## src/rtl/inst_align_buffer.sv

```systemverilog
`timescale 1ns/1ps
`default_nettype none
// ============================================================================
// Module   : inst_align_buffer
// Brief    : RV32IC fetch realignment buffer, splits fetched words into
//            16/32-bit instructions with PC, handles halfword redirects.
// Revision : 1.0
// ============================================================================
module inst_align_buffer #(
  parameter logic [31:0] RESET_PC = 32'h0000_0000
) (
  input  logic        clk,
  input  logic        rst_n,
  input  logic        redirect,
  input  logic [31:0] redirect_pc,
  output logic        fetch_req,
  output logic [31:0] fetch_addr,
  input  logic        fetch_rvalid,
  input  logic [31:0] fetch_rdata,
  output logic        inst_valid,
  input  logic        inst_ready,
  output logic [31:0] inst,
  output logic [31:0] inst_pc,
  output logic        inst_is_c
);

  localparam logic [31:0] C_RESET_BUF_PC   = RESET_PC & ~32'h1;
  localparam logic [31:0] C_RESET_FETCH_PC = RESET_PC & ~32'h3;

  logic [15:0] hw [4];
  logic [2:0]  hw_cnt;
  logic [31:0] buf_pc;
  logic [31:0] fetch_pc;
  logic        outstanding;
  logic        kill;
  logic        skip_lo;

  logic        is_c;
  logic        avail;
  logic        valid_int;
  logic        fire;
  logic        req_int;
  logic        accept;
  logic [2:0]  pop_n;
  logic [2:0]  app_n;
  logic [2:0]  kept;
  logic [2:0]  cnt_nxt;
  logic [15:0] shifted [4];
  logic [15:0] hw_nxt  [4];

  always_comb begin
    is_c      = (hw[0][1:0] != 2'b11);
    avail     = is_c ? (hw_cnt >= 3'd1) : (hw_cnt >= 3'd2);
    valid_int = !redirect && avail;
    fire      = valid_int && inst_ready;
    pop_n     = !fire ? 3'd0 : (is_c ? 3'd1 : 3'd2);
    req_int   = !outstanding && (hw_cnt <= 3'd2) && !redirect;
    accept    = fetch_rvalid && !kill;
    app_n     = !accept ? 3'd0 : (skip_lo ? 3'd1 : 3'd2);

    for (int i = 0; i < 4; i++) shifted[i] = 16'h0;
    case (pop_n)
      3'd1: begin
        shifted[0] = hw[1];
        shifted[1] = hw[2];
        shifted[2] = hw[3];
      end
      3'd2: begin
        shifted[0] = hw[2];
        shifted[1] = hw[3];
      end
      default: begin
        for (int i = 0; i < 4; i++) shifted[i] = hw[i];
      end
    endcase

    // Pop happens first, so the incoming halfwords land right after what remains.
    kept = hw_cnt - pop_n;
    for (int i = 0; i < 4; i++) begin
      hw_nxt[i] = shifted[i];
      if (app_n != 3'd0 && 3'(i) == kept)
        hw_nxt[i] = skip_lo ? fetch_rdata[31:16] : fetch_rdata[15:0];
      if (app_n == 3'd2 && 3'(i) == kept + 3'd1)
        hw_nxt[i] = fetch_rdata[31:16];
    end
    cnt_nxt = kept + app_n;
  end

  assign fetch_req  = rst_n && req_int;
  assign fetch_addr = rst_n ? fetch_pc : 32'h0;
  assign inst_valid = rst_n && valid_int;
  assign inst       = !rst_n ? 32'h0 : (is_c ? {16'h0, hw[0]} : {hw[1], hw[0]});
  assign inst_pc    = rst_n ? buf_pc : 32'h0;
  assign inst_is_c  = rst_n && is_c;

  always_ff @(posedge clk or negedge rst_n) begin
    if (!rst_n) begin
      for (int i = 0; i < 4; i++) hw[i] <= 16'h0;
      hw_cnt      <= 3'd0;
      buf_pc      <= C_RESET_BUF_PC;
      fetch_pc    <= C_RESET_FETCH_PC;
      skip_lo     <= RESET_PC[1];
      outstanding <= 1'b0;
      kill        <= 1'b0;
    end else if (redirect) begin
      hw_cnt      <= 3'd0;
      buf_pc      <= redirect_pc & ~32'h1;
      fetch_pc    <= redirect_pc & ~32'h3;
      skip_lo     <= redirect_pc[1];
      // An in-flight request still owes a response; mark it for discard.
      outstanding <= outstanding && !fetch_rvalid;
      kill        <= outstanding && !fetch_rvalid;
    end else begin
      for (int i = 0; i < 4; i++) hw[i] <= hw_nxt[i];
      hw_cnt <= cnt_nxt;
      buf_pc <= buf_pc + {28'h0, pop_n, 1'b0};
      if (fetch_rvalid) begin
        outstanding <= 1'b0;
        kill        <= 1'b0;
        if (!kill) skip_lo <= 1'b0;
      end
      if (req_int) begin
        fetch_pc    <= fetch_pc + 32'd4;
        outstanding <= 1'b1;
      end
    end
  end

endmodule
`default_nettype wire

```

## config.mk

```make
export PLATFORM = sky130hd
export DESIGN_NAME = inst_align_buffer
export DESIGN_NICKNAME = d
export VERILOG_FILES = /design/src/rtl/inst_align_buffer.sv
export SDC_FILE = /design/constraint.sdc
export NUM_CORES = 1
export LEC_CHECK = 0
export CAP_MARGIN = 20
export CORE_MARGIN = 5
export CORE_UTILIZATION = 54
export CTS_CLUSTER_SIZE = 12
export DETAILED_ROUTE_END_ITERATION = 7
export GPL_TIMING_DRIVEN = 0
export PLACE_DENSITY = 0.82
export REMOVE_ABC_BUFFERS = 1
export SLEW_MARGIN = 5
export SYNTH_ARGS = -nofsm -noshare
export SYNTH_HDL_FRONTEND = slang
export SYNTH_SLANG_ARGS = --single-unit
```

## constraint.sdc

```tcl
create_clock -name clk -period 5.25 [get_ports clk]
set_input_delay 0.7875 -clock clk [delete_from_list [all_inputs] [get_ports clk]]
set_output_delay 0.7875 -clock clk [all_outputs]
set_load 0.02 [all_outputs]
```

==> metrics.md, run 1 <==
| Metric | Value |
|---|---|
| Max transition margin | 0.3871 |
| Number of buffers created by CTS | 17 |
| Initial standard-cell utilization of the core | 0.5532 |
| # nets final | 1245 |
| Outcome | complete, no violations |
| Final estimated routing congestion in global placement | 0.8644 |
| IO Pins | roughly 170 |
| Reg2Reg Launch Point | hw_cnt[2]$_DFF_PN0_ |
| Final hold violation count | 0 |
| Area growth, synth to finish | 27.78% |
| Number of synthesized flops with an enable pin | 0 |
| DRT Wirelength | 30.63 mm |
| Dpl hpwl | between 15 and 20 mm |
| Via count of the first global-routing pass | 9377 |
| 1st-iter DRT viols | 1100 |
| Minimum clock period after layout | 5131 ps |
| Cell leakage power | 4.546 nW |
| Clock Skew | 6.478 ps |
| Required @ worst endpoint | roughly 5600 ps |
| Die outline area | 19760 µm² |
| Number of detailed-route iterations in the first pass | 6 |
| Critical path startpoint category | input port |
| Critical path start-end classification | in -> reg |
| PnR Total Power | roughly 5.2 mW |
| Clock sink total | approximately 130 |
| Avg Vias per Cell | 6.742 |
| Async S/R FF share, synth | 1.000 |
| Ratio of cells with drive above 1 in the final layout | 0.1036 |
| Filler cells | 1279 |
| GRT Util Overall | 0.3042 |
| Total global routing overflow | 0 |
| Core Rows | 47 |
| H-tree lvl count | 4 |
| Wire length per cell after detailed routing | approximately 22 µm |
| PD cells | 444.8 nW/µm² |
| Worst Path Arrival | 5470 ps |
| Count of buffers inserted at the top-level ports | 163 |
| Share of synthesized area occupied by flip-flops and latches | 0.3561 |
| Initial antenna violation count | 0 |
| Post-Syn Area per Cell | roughly 8.7 µm² |
| Yosys synthesis warning count | 0 |
| Core area | 16640 µm² |
| Max-capacitance violation count | 0 |
| Wire length of the first global-routing pass | 48.97 mm |
| Post-synth cell types | 63 |
| Final period util | 0.9774 |
| Combined area of all synthesized cells | 9206 µm² |
| Remaining antenna violation count | 0 |
| Final Cell Area | 11760 µm² |
| Root Driver | sky130_fd_sc_hd__clkbuf_16 |
| Clock tree from TritonCTS | yes |
| Slowest cell on the critical path | sky130_fd_sc_hd__fa_2 |
| Utilization of the core after routing | 0.7069 |
| Routed via count | 9426 |
| Critical Path Max Stage Delay | approximately 750 ps |
| Worst skew pair latency | 420 ps |
| Clock-pin slew of the registers on the worst-case setup and hold paths | 60 ps |
| Worst-case reg-to-reg path depth | 12 |
| Chip Width | 140.6 µm |
| CP endpoint kind | register |
| Total count of max-transition violations in the final report | 0 |
| Final setup vio count | 0 |
| Max FO, Critical Path | 18 |
| Critical R2R Capture | hw[44]$_DFFE_PN0P_ |
| Crit-path cells | clkdlybuf4s50_1 > inv_1 > a211o_1 > a21oi_1 > ha_1 > inv_1 > fa_2 > nor2b_1 > ha_1 > nand4bb_1 > or2_1 > o311ai_0 > a31oi_1 |
| Number of synthesized register bits | 131 |
| Drc violations | 0 |
| Placed standard-cell area | 10990 µm² |
| Minimum setup slack among reg-to-reg paths | 220 ps |
| Pin count of the biggest net entering global routing | 117 |
| Worst min-delay path category | in -> async |
| Die extent in y | 140.6 µm |
| Antenna diodes | 0 |
| Number of instances in the synthesized netlist | between 1000 and 1500 |
| VDD IR max | 0.3399 mV |
| Fmax | between 0.15 and 0.2 GHz |
| Least-Margin Pin Slew | 914.3 ps |
| Maximum buffer depth of the clock tree | 2 |
| Most frequently used flop master after synthesis | sky130_fd_sc_hd__dfrtp_1 |
-- how the worst max path moves through the flow --
stage | startpoint | end | depth (start not counted)
3_3_place_gp | redirect | hw[32]$_DFFE_PN0P_ | 11
2_1_floorplan | redirect | hw[0]$_DFFE_PN0P_ | 10
4_1_cts | inst_ready | hw[17]$_DFFE_PN0P_ | 11
5_1_grt | inst_ready | hw[11]$_DFFE_PN0P_ | 13
3_5_place_dp | inst_ready | hw[40]$_DFFE_PN0P_ | 11
6_report | inst_ready | hw[44]$_DFFE_PN0P_ | 13
-- flip-flops by register name (all words and copies together), names as in the netlist --
register and flops:
hw 64, buf_pc 31, fetch_pc 30, hw_cnt 3, kill 1, outstanding 1
skip_lo 1
-- through the flow --
stage | setup WS (ps) | hold slack, ps | setup TNS [ps] | cells
final | 118.7 | 345.2 | 0 | 1398
after global routing | -44.97 | 393.6 | -742.3 | 1398
after CTS | 21.47 | 377.6 | 0 | 1388
after detailed placement | -2317 | 517.2 | -136130 | 1353
after global placement | -7291 | 507.5 | -1443950 | 1341
after floorplan | -1762 | 491.9 | -101870 | 958
-- logic make-up (layout without fill, tap and decap cells) --
group	after synthesis	in the layout	share of synthesized area
AND/OR/NAND/NOR	433	433	0.2593
AO/OA/AOI/OAI	288	288	0.2281
flip-flops	131	131	0.3561
buffers and inverters	120	236	0.05355
multiplexers	60	60	0.07094
XOR/XNOR	17	18	0.01699
adder cells (fa/ha/maj)	9	9	0.01468
other	1	3	0.0004073
-- worst max-delay path: cells and delay by family --
family                   cells  cell delay, ps
AO/OA/AOI/OAI                4            1420
adder cells (fa/ha/maj)      3            1270
AND/OR/NAND/NOR              3            1360
buffers and inverters        3             620
-- cell usage in the layout, fill, tap and decap left out, types with 32 or more instances in the layout --
master and count:
sky130_fd_sc_hd__o311ai_0 32, sky130_fd_sc_hd__a31oi_1 61, sky130_fd_sc_hd__o31ai_1 34, sky130_fd_sc_hd__a21boi_0 33, sky130_fd_sc_hd__and2_1 99, sky130_fd_sc_hd__mux2_2 42, sky130_fd_sc_hd__nor2_1 65, sky130_fd_sc_hd__nand2_1 62
sky130_fd_sc_hd__clkdlybuf4s50_1 161, sky130_fd_sc_hd__a211oi_1 38, sky130_fd_sc_hd__and3_1 42, sky130_fd_sc_hd__nand3_1 47, sky130_fd_sc_hd__dfrtp_1 131
-- what timing repair did --
item / in CTS / in global routing
pin swaps: 1 / 3
setup endpoints to repair: 64 / 64
hold endpoints to repair: 0 / 0
gates resized for setup: 11 / 3
cloned: 2 / 0
buffers inserted: 3 / 9
hold buffers: 0 / 0
-- final cells by class --
| type | instances | area, µm² | share of cell area |
|---|---|---|---|
| Tap cell | 220 | 275.3 | 0.02340 |
| Clock buffer | 25 | 495.5 | 0.04212 |
| Inverter | 17 | 70.07 | 0.005956 |
| Multi-Input combinational cell | 811 | 5583 | 0.4746 |
| Sequential cell | 131 | 3278 | 0.2787 |
| Clock inverter | 5 | 75.07 | 0.006382 |
| Timing Repair Buffer | 188 | 1982 | 0.1685 |
| Timing Repair inverter | 1 | 5.005 | 0.0004254 |
-- report_power, final --
group,switching (mW),internal [mW]
clock network,0.440,0.742
registers,0.248,1.28
logic,1.48,1.04
total,2.17,3.06
-- synth_stat cells, types with 19 or more instances --
cell                       instances  area (µm²)
sky130_fd_sc_hd__or4_1            22       165.2
sky130_fd_sc_hd__clkbuf_1         80       300.3
sky130_fd_sc_hd__o311ai_0         32       280.3
sky130_fd_sc_hd__dfrtp_1         131        3278
sky130_fd_sc_hd__and2_1           99       619.3
sky130_fd_sc_hd__a31oi_1          61       381.6
sky130_fd_sc_hd__a21boi_0         33       247.7
sky130_fd_sc_hd__nand2_1          63       236.5
sky130_fd_sc_hd__o31ai_1          34       255.2
sky130_fd_sc_hd__o21ai_0          20       100.1
sky130_fd_sc_hd__mux2_2           42       473.0
sky130_fd_sc_hd__a311oi_1         19       166.4
sky130_fd_sc_hd__nor3_1           29       145.1
sky130_fd_sc_hd__nor2_1           67       251.5
sky130_fd_sc_hd__nand3_1          47       235.2
sky130_fd_sc_hd__and3_1           42       262.8
sky130_fd_sc_hd__a211oi_1         39       292.8
-- per-layer routing --
layer  GRT usage  share of wire
met1      0.3785           0.37
met2      0.4897           0.48
met3     0.06197          0.094
met4      0.1805          0.057
met5           0              0
No activity file was read; power rests on OpenSTA's default activity.
==> run 2, diff against run 1 <==
--- a/config.mk
+++ b/config.mk
@@ -11,6 +11,7 @@
 export CTS_CLUSTER_SIZE = 12
 export DETAILED_ROUTE_END_ITERATION = 7
 export GPL_TIMING_DRIVEN = 0
+export MAX_ROUTING_LAYER = met4
 export PLACE_DENSITY = 0.82
 export REMOVE_ABC_BUFFERS = 1
 export SLEW_MARGIN = 5
==> metrics.md, run 2 (synthesis gave the netlist of run 1 again) <==
| Metric | Value |
|---|---|
| Clock Skew | 7.593 ps (+1.115 ps) |
| Root Driver | sky130_fd_sc_hd__clkbuf_16 |
| Number of buffers created by CTS | 17 (unchanged) |
| DRT Wirelength | 30.65 mm (about the same) |
| Chip Width | 140.6 µm (unchanged) |
| Core Rows | 47 (unchanged) |
| Cell leakage power | 4.546 nW (about the same) |
| Clock sink total | 131 (unchanged) |
| Worst Path Arrival | 5560 ps (+90 ps) |
| Placed standard-cell area | 10990 µm² (unchanged) |
| PnR Total Power | 5.229 mW (about the same) |
| IO Pins | 168 (unchanged) |
| Drc violations | 0 (unchanged) |
| GRT Util Overall | 0.3136 (+0.009438) |
| Critical path start-end classification | in -> reg |
| Antenna diodes | 0 (unchanged) |
| Required @ worst endpoint | 5580 ps (about the same) |
| Post-CTS Hold Buffers | 0 (unchanged) |
| Total global routing overflow | 0 (unchanged) |
| Max-capacitance violation count | 0 (unchanged) |
| Count of buffers inserted at the top-level ports | 163 (unchanged) |
| Largest register by flop count | hw |
| Worst skew pair latency | 420 ps (about the same) |
| Remaining antenna violation count | 0 (unchanged) |
| # nets final | 1245 (unchanged) |
| Outcome | complete, no violations |
| Die extent in y | 140.6 µm (unchanged) |
| PD cells | 444.6 nW/µm² (about the same) |
| Minimum clock period after layout | 5230 ps (+98.63 ps) |
| Final period util | 0.9962 (+0.01879) |
| Avg Vias per Cell | 6.742 (about the same) |
| Placed cell count | 1353 (unchanged) |
| Die outline area | 19760 µm² (unchanged) |
| Fmax | 0.1912 GHz (-1.9%) |
| Wire length of the first global-routing pass | 48.98 mm (about the same) |
| Pin count of the biggest net entering global routing | 117 (unchanged) |
| Number of detailed-route iterations in the first pass | 5 (-1) |
| Initial standard-cell utilization of the core | 0.5532 (unchanged) |
| Clock tree from TritonCTS | yes |
| Via count of the first global-routing pass | 9381 (+0.043%) |
| Least-Margin Pin Slew | 876.8 ps (-37.47 ps) |
| Critical path startpoint category | input port |
| Max transition margin | 0.4122 (+0.02512) |
| Routed via count | 9425 (-0.011%) |
| Total count of max-transition violations in the final report | 0 (unchanged) |
| Maximum buffer depth of the clock tree | 2 (unchanged) |
| Max FO, Critical Path | 18 (unchanged) |
| Ratio of cells with drive above 1 in the final layout | 0.1027 (-0.0008489) |
| Core area | 16640 µm² (unchanged) |
| VDD IR max | 0.3379 mV (-0.60%) |
| 1st-iter DRT viols | 991 (-9.9%) |
| Wire length per cell after detailed routing | 21.92 µm (about the same) |
| H-tree lvl count | 4 (unchanged) |
| CP endpoint kind | register |
| Most common cell after layout, fill and taps aside | sky130_fd_sc_hd__clkdlybuf4s50_1 |
| Area growth, synth to finish | 27.75% (about the same) |
| Number of flip-flops under the largest register name | 64 (unchanged) |
| Commonest non-fill, non-tap cells in the layout | 161 x sky130_fd_sc_hd__clkdlybuf4s50_1, 131 x sky130_fd_sc_hd__dfrtp_1, 99 x sky130_fd_sc_hd__and2_1 |
| Dpl hpwl | 19.71 mm (unchanged) |
| Worst min-delay path category | in -> async |
| Clock-pin slew of the registers on the worst-case setup and hold paths | 60 ps (about the same) |
| Final Cell Area | 11760 µm² (about the same) |
| Final estimated routing congestion in global placement | 0.8784 (+1.6%) |
| Count of non-filler cells in the finished layout | 1398 (unchanged) |
| Top Registers | hw x64, buf_pc x31, fetch_pc x30 |
| Final setup vio count | 0 (unchanged) |
| Initial antenna violation count | 0 (unchanged) |
| Final hold violation count | 0 (unchanged) |
run 2: changes by cell type in the layout (fill, tap and decap cells not counted):
cell	delta
sky130_fd_sc_hd__nor2_1	+1
sky130_fd_sc_hd__nor2_2	-1
run 2: routing by layer:
layer / GRT usage / vias to the layer above / share of wire
met4: 0.1785 / 0 / 0.054
met3: 0.06434 / 161 / 0.084
met1: 0.3768 / 4479 / 0.38
met2: 0.4924 / 583 / 0.48
met5: - / - / 0
li1: - / 4202 / -
run 2: stage by stage:
stage	setup TNS (ps)	utilization	setup slack, ps	hold slack, ps
global route	-655.6	0.7067	-79.54	391.6
CTS	0	0.7008	21.47	377.6
detailed placement	-136130	0.6604	-2317	517.2
global placement	-1443950	0.6424	-7291	507.5
floorplan	-101870	-	-1762	491.9
finish	0	0.7067	20.05	362.1
run 2: final cells by class:
type | count | area, µm²
repair buffers | 188 | 1982
well taps | 220 | 275.3
repair inverters | 1 | 5.005
fillers | 1278 | 4881
clock buffers | 25 | 495.5
multi-input cells | 811 | 5580
clock inverters | 5 | 75.07
inverters | 17 | 70.07
flip-flops and latches | 131 | 3278
run 2: path summary, 6_finish.rpt:
path	from	endpoint	slack, ps	cells after the start
max	inst_ready	hw[46]$_DFFE_PN0P_	20	14
min	rst_n	fetch_pc[11]$_DFFE_PN0N_	360	1
max reg2reg	hw_cnt[2]$_DFF_PN0_	hw[46]$_DFFE_PN0P_	140	13
min reg2reg	hw[13]$_DFFE_PN0P_	hw[13]$_DFFE_PN0P_	530	1
max in group asynchronous	rst_n	hw[44]$_DFFE_PN0P_	4000	2
min in group clk	hw[13]$_DFFE_PN0P_	hw[13]$_DFFE_PN0P_	530	1
run 2: critical path, stage by stage:
cell and delay, ps:
sky130_fd_sc_hd__clkdlybuf4s50_1 490, sky130_fd_sc_hd__inv_1 90, sky130_fd_sc_hd__a211o_1 590, sky130_fd_sc_hd__a21oi_1 320
sky130_fd_sc_hd__ha_1 200, sky130_fd_sc_hd__inv_1 60, sky130_fd_sc_hd__fa_2 730, sky130_fd_sc_hd__nor2b_1 360
sky130_fd_sc_hd__ha_1 220, sky130_fd_sc_hd__nand4bb_1 420, sky130_fd_sc_hd__nor2_1 810, sky130_fd_sc_hd__buf_6 240
sky130_fd_sc_hd__nand2_1 60, sky130_fd_sc_hd__a31oi_1 190
run 2: repair_timing:
| item | 4_1_cts | 5_1_grt |
|---|---|---|
| buffers inserted | 3 | 9 |
| gates cloned | 2 | 0 |
| setup endpoints to repair | 64 | 64 |
| pin swaps | 1 | 2 |
| gates resized for setup | 11 | 2 |
run 2: report_power, final:
part / leakage [nW] / internal, mW / switching (mW) / total (mW)
logic: 2.69 / 1.04 / 1.48 / 2.51
registers: 1.57 / 1.28 / 0.249 / 1.53
clock network: 0.283 / 0.742 / 0.443 / 1.19
total: 4.55 / 3.06 / 2.17 / 5.23
==> run 3, diff against run 2 <==
--- a/config.mk
+++ b/config.mk
@@ -7,12 +7,12 @@
 export LEC_CHECK = 0
 export CAP_MARGIN = 20
 export CORE_MARGIN = 5
-export CORE_UTILIZATION = 54
+export CORE_UTILIZATION = 49
 export CTS_CLUSTER_SIZE = 12
 export DETAILED_ROUTE_END_ITERATION = 7
 export GPL_TIMING_DRIVEN = 0
 export MAX_ROUTING_LAYER = met4
-export PLACE_DENSITY = 0.82
+export PLACE_DENSITY = 0.78
 export REMOVE_ABC_BUFFERS = 1
 export SLEW_MARGIN = 5
 export SYNTH_ARGS = -nofsm -noshare
==> constraint.sdc (replaced) <==
create_clock -name clk -period 4.5 [get_ports clk]
set_input_delay 0.675 -clock clk [delete_from_list [all_inputs] [get_ports clk]]
set_output_delay 0.675 -clock clk [all_outputs]
set_load 0.02 [all_outputs]
==> metrics.md, run 3 (synthesis gave the netlist of run 1 again) <==
| Metric | Value |
|---|---|
| H-tree lvl count | 4 (unchanged) |
| Worst Path Arrival | 4760 ps (-800 ps) |
| Count of buffers inserted at the top-level ports | 163 (unchanged) |
| Core area | 18580 µm² (+12%) |
| Placed standard-cell area | 11010 µm² (+0.21%) |
| Wire length per cell after detailed routing | 21.04 µm (-4.0%) |
| Total count of max-transition violations in the final report | 0 (unchanged) |
| Met1 Usage GRT | 0.3340 (-0.04277) |
| DRT Wirelength | 29.75 mm (-2.9%) |
| Crit path to | hw[63]$_DFFE_PN0P_ |
| Remaining antenna violation count | 0 (unchanged) |
| Global routing's busiest layer | met2 |
| Global Route met3 Usage | 0.05552 (-0.008820) |
| Part of the power in the clock network | 0.230 (+0.003) |
| Ratio of cells with drive above 1 in the final layout | 0.1127 (+0.009995) |
| Required @ worst endpoint | 4840 ps (-740 ps) |
| Max-capacitance violation count | 0 (unchanged) |
| 1st-iter DRT viols | 872 (-12%) |
| Worst skew pair latency | 430 ps (about the same) |
| Worst min-delay path category | in -> async |
| Final Cell Area | 11840 µm² (+0.70%) |
| Fmax | about 0.23 GHz |
| Critical Path Max Stage Delay | 750 ps (-60 ps) |
| GRT Util Overall | 0.2776 (-0.03596) |
| Final period util | 0.9808 |
| Commonest non-fill, non-tap cells in the layout | 161 x sky130_fd_sc_hd__clkdlybuf4s50_1, 131 x sky130_fd_sc_hd__dfrtp_1, 96 x sky130_fd_sc_hd__and2_1 |
| Number of flip-flops under the largest register name | 64 (unchanged) |
| Avg Vias per Cell | 6.561 (-2.7%) |
| Routed via count | 9277 (-1.6%) |
| CP endpoint kind | register |
| Psw | 2.536 mW (+17%) |
| Minimum setup slack among reg-to-reg paths | 180 ps (+40 ps) |
| Met2 Track Usage GR | 0.4505 (-0.04198) |
| Max transition margin | 0.5126 (+0.1004) |
| Drc violations | 0 (unchanged) |
| Via count of the first global-routing pass | 8879 (-5.4%) |
| Total global routing overflow | 0 (unchanged) |
| Sw Share | 0.4106 (-0.004347) |
| Antenna diodes | 0 (unchanged) |
| Dpl hpwl | 19.74 mm (+0.18%) |
| Final hold violation count | 0 (unchanged) |
| Worst setup path startpoint | inst_ready |
| Initial antenna violation count | 0 (unchanged) |
| Wire length of the first global-routing pass | 47.17 mm (-3.7%) |
| Number of buffers created by CTS | 17 (unchanged) |
| Die outline area | 21630 µm² (+9.5%) |
| Max FO, Critical Path | 50 (+32) |
| Cell leakage power | 4.563 nW (+0.37%) |
| Number of detailed-route iterations in the first pass | 5 (unchanged) |
| Area growth, synth to finish | 28.65% |
| Clock Skew | 7.663 ps (+0.07055 ps) |
| Least-Margin Pin Slew | 726.7 ps (-150.1 ps) |
| Final estimated routing congestion in global placement | 0.8573 (-2.4%) |
| Largest register by flop count | hw |
| Clock sink total | 131 (unchanged) |
| Internal Pwr Total | 3.640 mW (+19%) |
| Top Registers | hw x64, buf_pc x31, fetch_pc x30 |
| Maximum buffer depth of the clock tree | 2 (unchanged) |
| Clock-pin slew of the registers on the worst-case setup and hold paths | 60 ps (about the same) |
| Initial standard-cell utilization of the core | 0.4955 (-0.05770) |
| Worst-case reg-to-reg path depth | 12 (-1) |
| Core Rows | 50 (+6.4%) |
| Die extent in y | 147.1 µm (+4.6%) |
| Reg2Reg Launch Point | hw[49]$_DFFE_PN0P_ |
| # nets final | 1245 (unchanged) |
| Critical path start-end classification | in -> reg |
| Utilization of the core after routing | 0.6374 (-0.06927) |
| Minimum clock period after layout | 4414 ps |
| Outcome | complete, no violations |
| Root Driver | sky130_fd_sc_hd__clkbuf_16 |
| Clock tree from TritonCTS | yes |
| Combinational cell fraction of total power | 0.482 (about the same) |
| Critical R2R Capture | hw[63]$_DFFE_PN0P_ |
| Slowest cell on the critical path | sky130_fd_sc_hd__fa_2 |
| VDD IR max | 0.4038 mV (+20%) |
| Pin count of the biggest net entering global routing | 112 (-4.3%) |
| Crit-path cells | clkdlybuf4s50_1 > nor2b_4 > buf_12 > nand2_2 > fa_2 > nor2b_2 > ha_1 > and4bb_1 > a22o_4 > a21o_4 > a31oi_1 |
| Chip Width | 147.1 µm (+4.6%) |
| Share of total power in sequential cells | 0.288 (-0.004) |
| Final setup vio count | 0 (unchanged) |
| Most common cell after layout, fill and taps aside | sky130_fd_sc_hd__clkdlybuf4s50_1 |
| IO Pins | 168 (unchanged) |
| Critical path startpoint category | input port |
| PD cells | 521.4 nW/µm² (+17%) |
-- run 3: what timing repair did --
| action | CTS | global route |
|---|---|---|
| endpoints found under the hold margin | 0 | 0 |
| resized for setup | 20 | 11 |
| hold buffers | 0 | 0 |
| buffers inserted | 14 | 0 |
| pin swaps | 7 | 0 |
| setup endpoints to repair | 64 | 55 |
-- run 3: final cells by class --
class	count	area (µm²)
Tap cell	234	292.8
Multi-Input combinational cell	810	5625
Clock buffer	23	457.9
Fill cell	1478	6736
Inverter	17	70.07
Sequential cell	131	3278
Timing Repair Buffer	190	1989
Clock inverter	9	130.1
-- run 3: worst min-delay path by stage --
stage                                     to  cells past startpoint
floorplan               buf_pc[10]$_DFF_PN0_                      0
detailed placement         hw[4]$_DFFE_PN0P_                      1
global route        fetch_pc[13]$_DFFE_PN0N_                      1
CTS                 fetch_pc[13]$_DFFE_PN0N_                      1
global placement           hw[4]$_DFFE_PN0P_                      1
finish              fetch_pc[13]$_DFFE_PN0N_                      1
-- run 3: power groups by stage --
stage / clock (mW) / combinational (mW) / sequential [mW]
final: 1.42 / 2.98 / 1.78
after CTS: 1.42 / 2.88 / 1.77
after floorplan: 0 / 1.66 / 1.69
after global routing: 1.48 / 3.18 / 1.82
after detailed placement: 0 / 2.70 / 1.79
after global placement: 0 / 2.48 / 1.78
-- run 3: worst max-delay path: cells and delay by family --
| family | cells | cell delay [ps] |
|---|---|---|
| compound gates | 3 | 920 |
| fa+ha+maj | 2 | 1070 |
| buf+inv | 2 | 740 |
| simple gates | 4 | 1320 |
-- run 3: metal layers --
| layer | part of all wire | vias up |
|---|---|---|
| li1 | - | 4218 |
| met1 | 0.39 | 4428 |
| met2 | 0.48 | 505 |
| met3 | 0.086 | 126 |
| met4 | 0.042 | 0 |
| met5 | 0 | - |
-- run 3: through the flow --
| stage | cells | TNS [ps] | hold WS [ps] | power, mW | setup WS [ps] |
|---|---|---|---|---|---|
| 5_1_grt | 1414 | -83.45 | 244.3 | 6.481 | -29.90 |
| 2_1_floorplan | 958 | -146950 | 379.4 | 3.346 | -2399 |
| 4_1_cts | 1413 | 0 | 224.3 | 6.075 | 83.23 |
| 6_report | 1414 | 0 | 198.5 | 6.176 | 86.50 |
| 3_3_place_gp | 1355 | -1642160 | 511.3 | 4.261 | -7961 |
| 3_5_place_dp | 1367 | -155790 | 520.7 | 4.484 | -2592 |
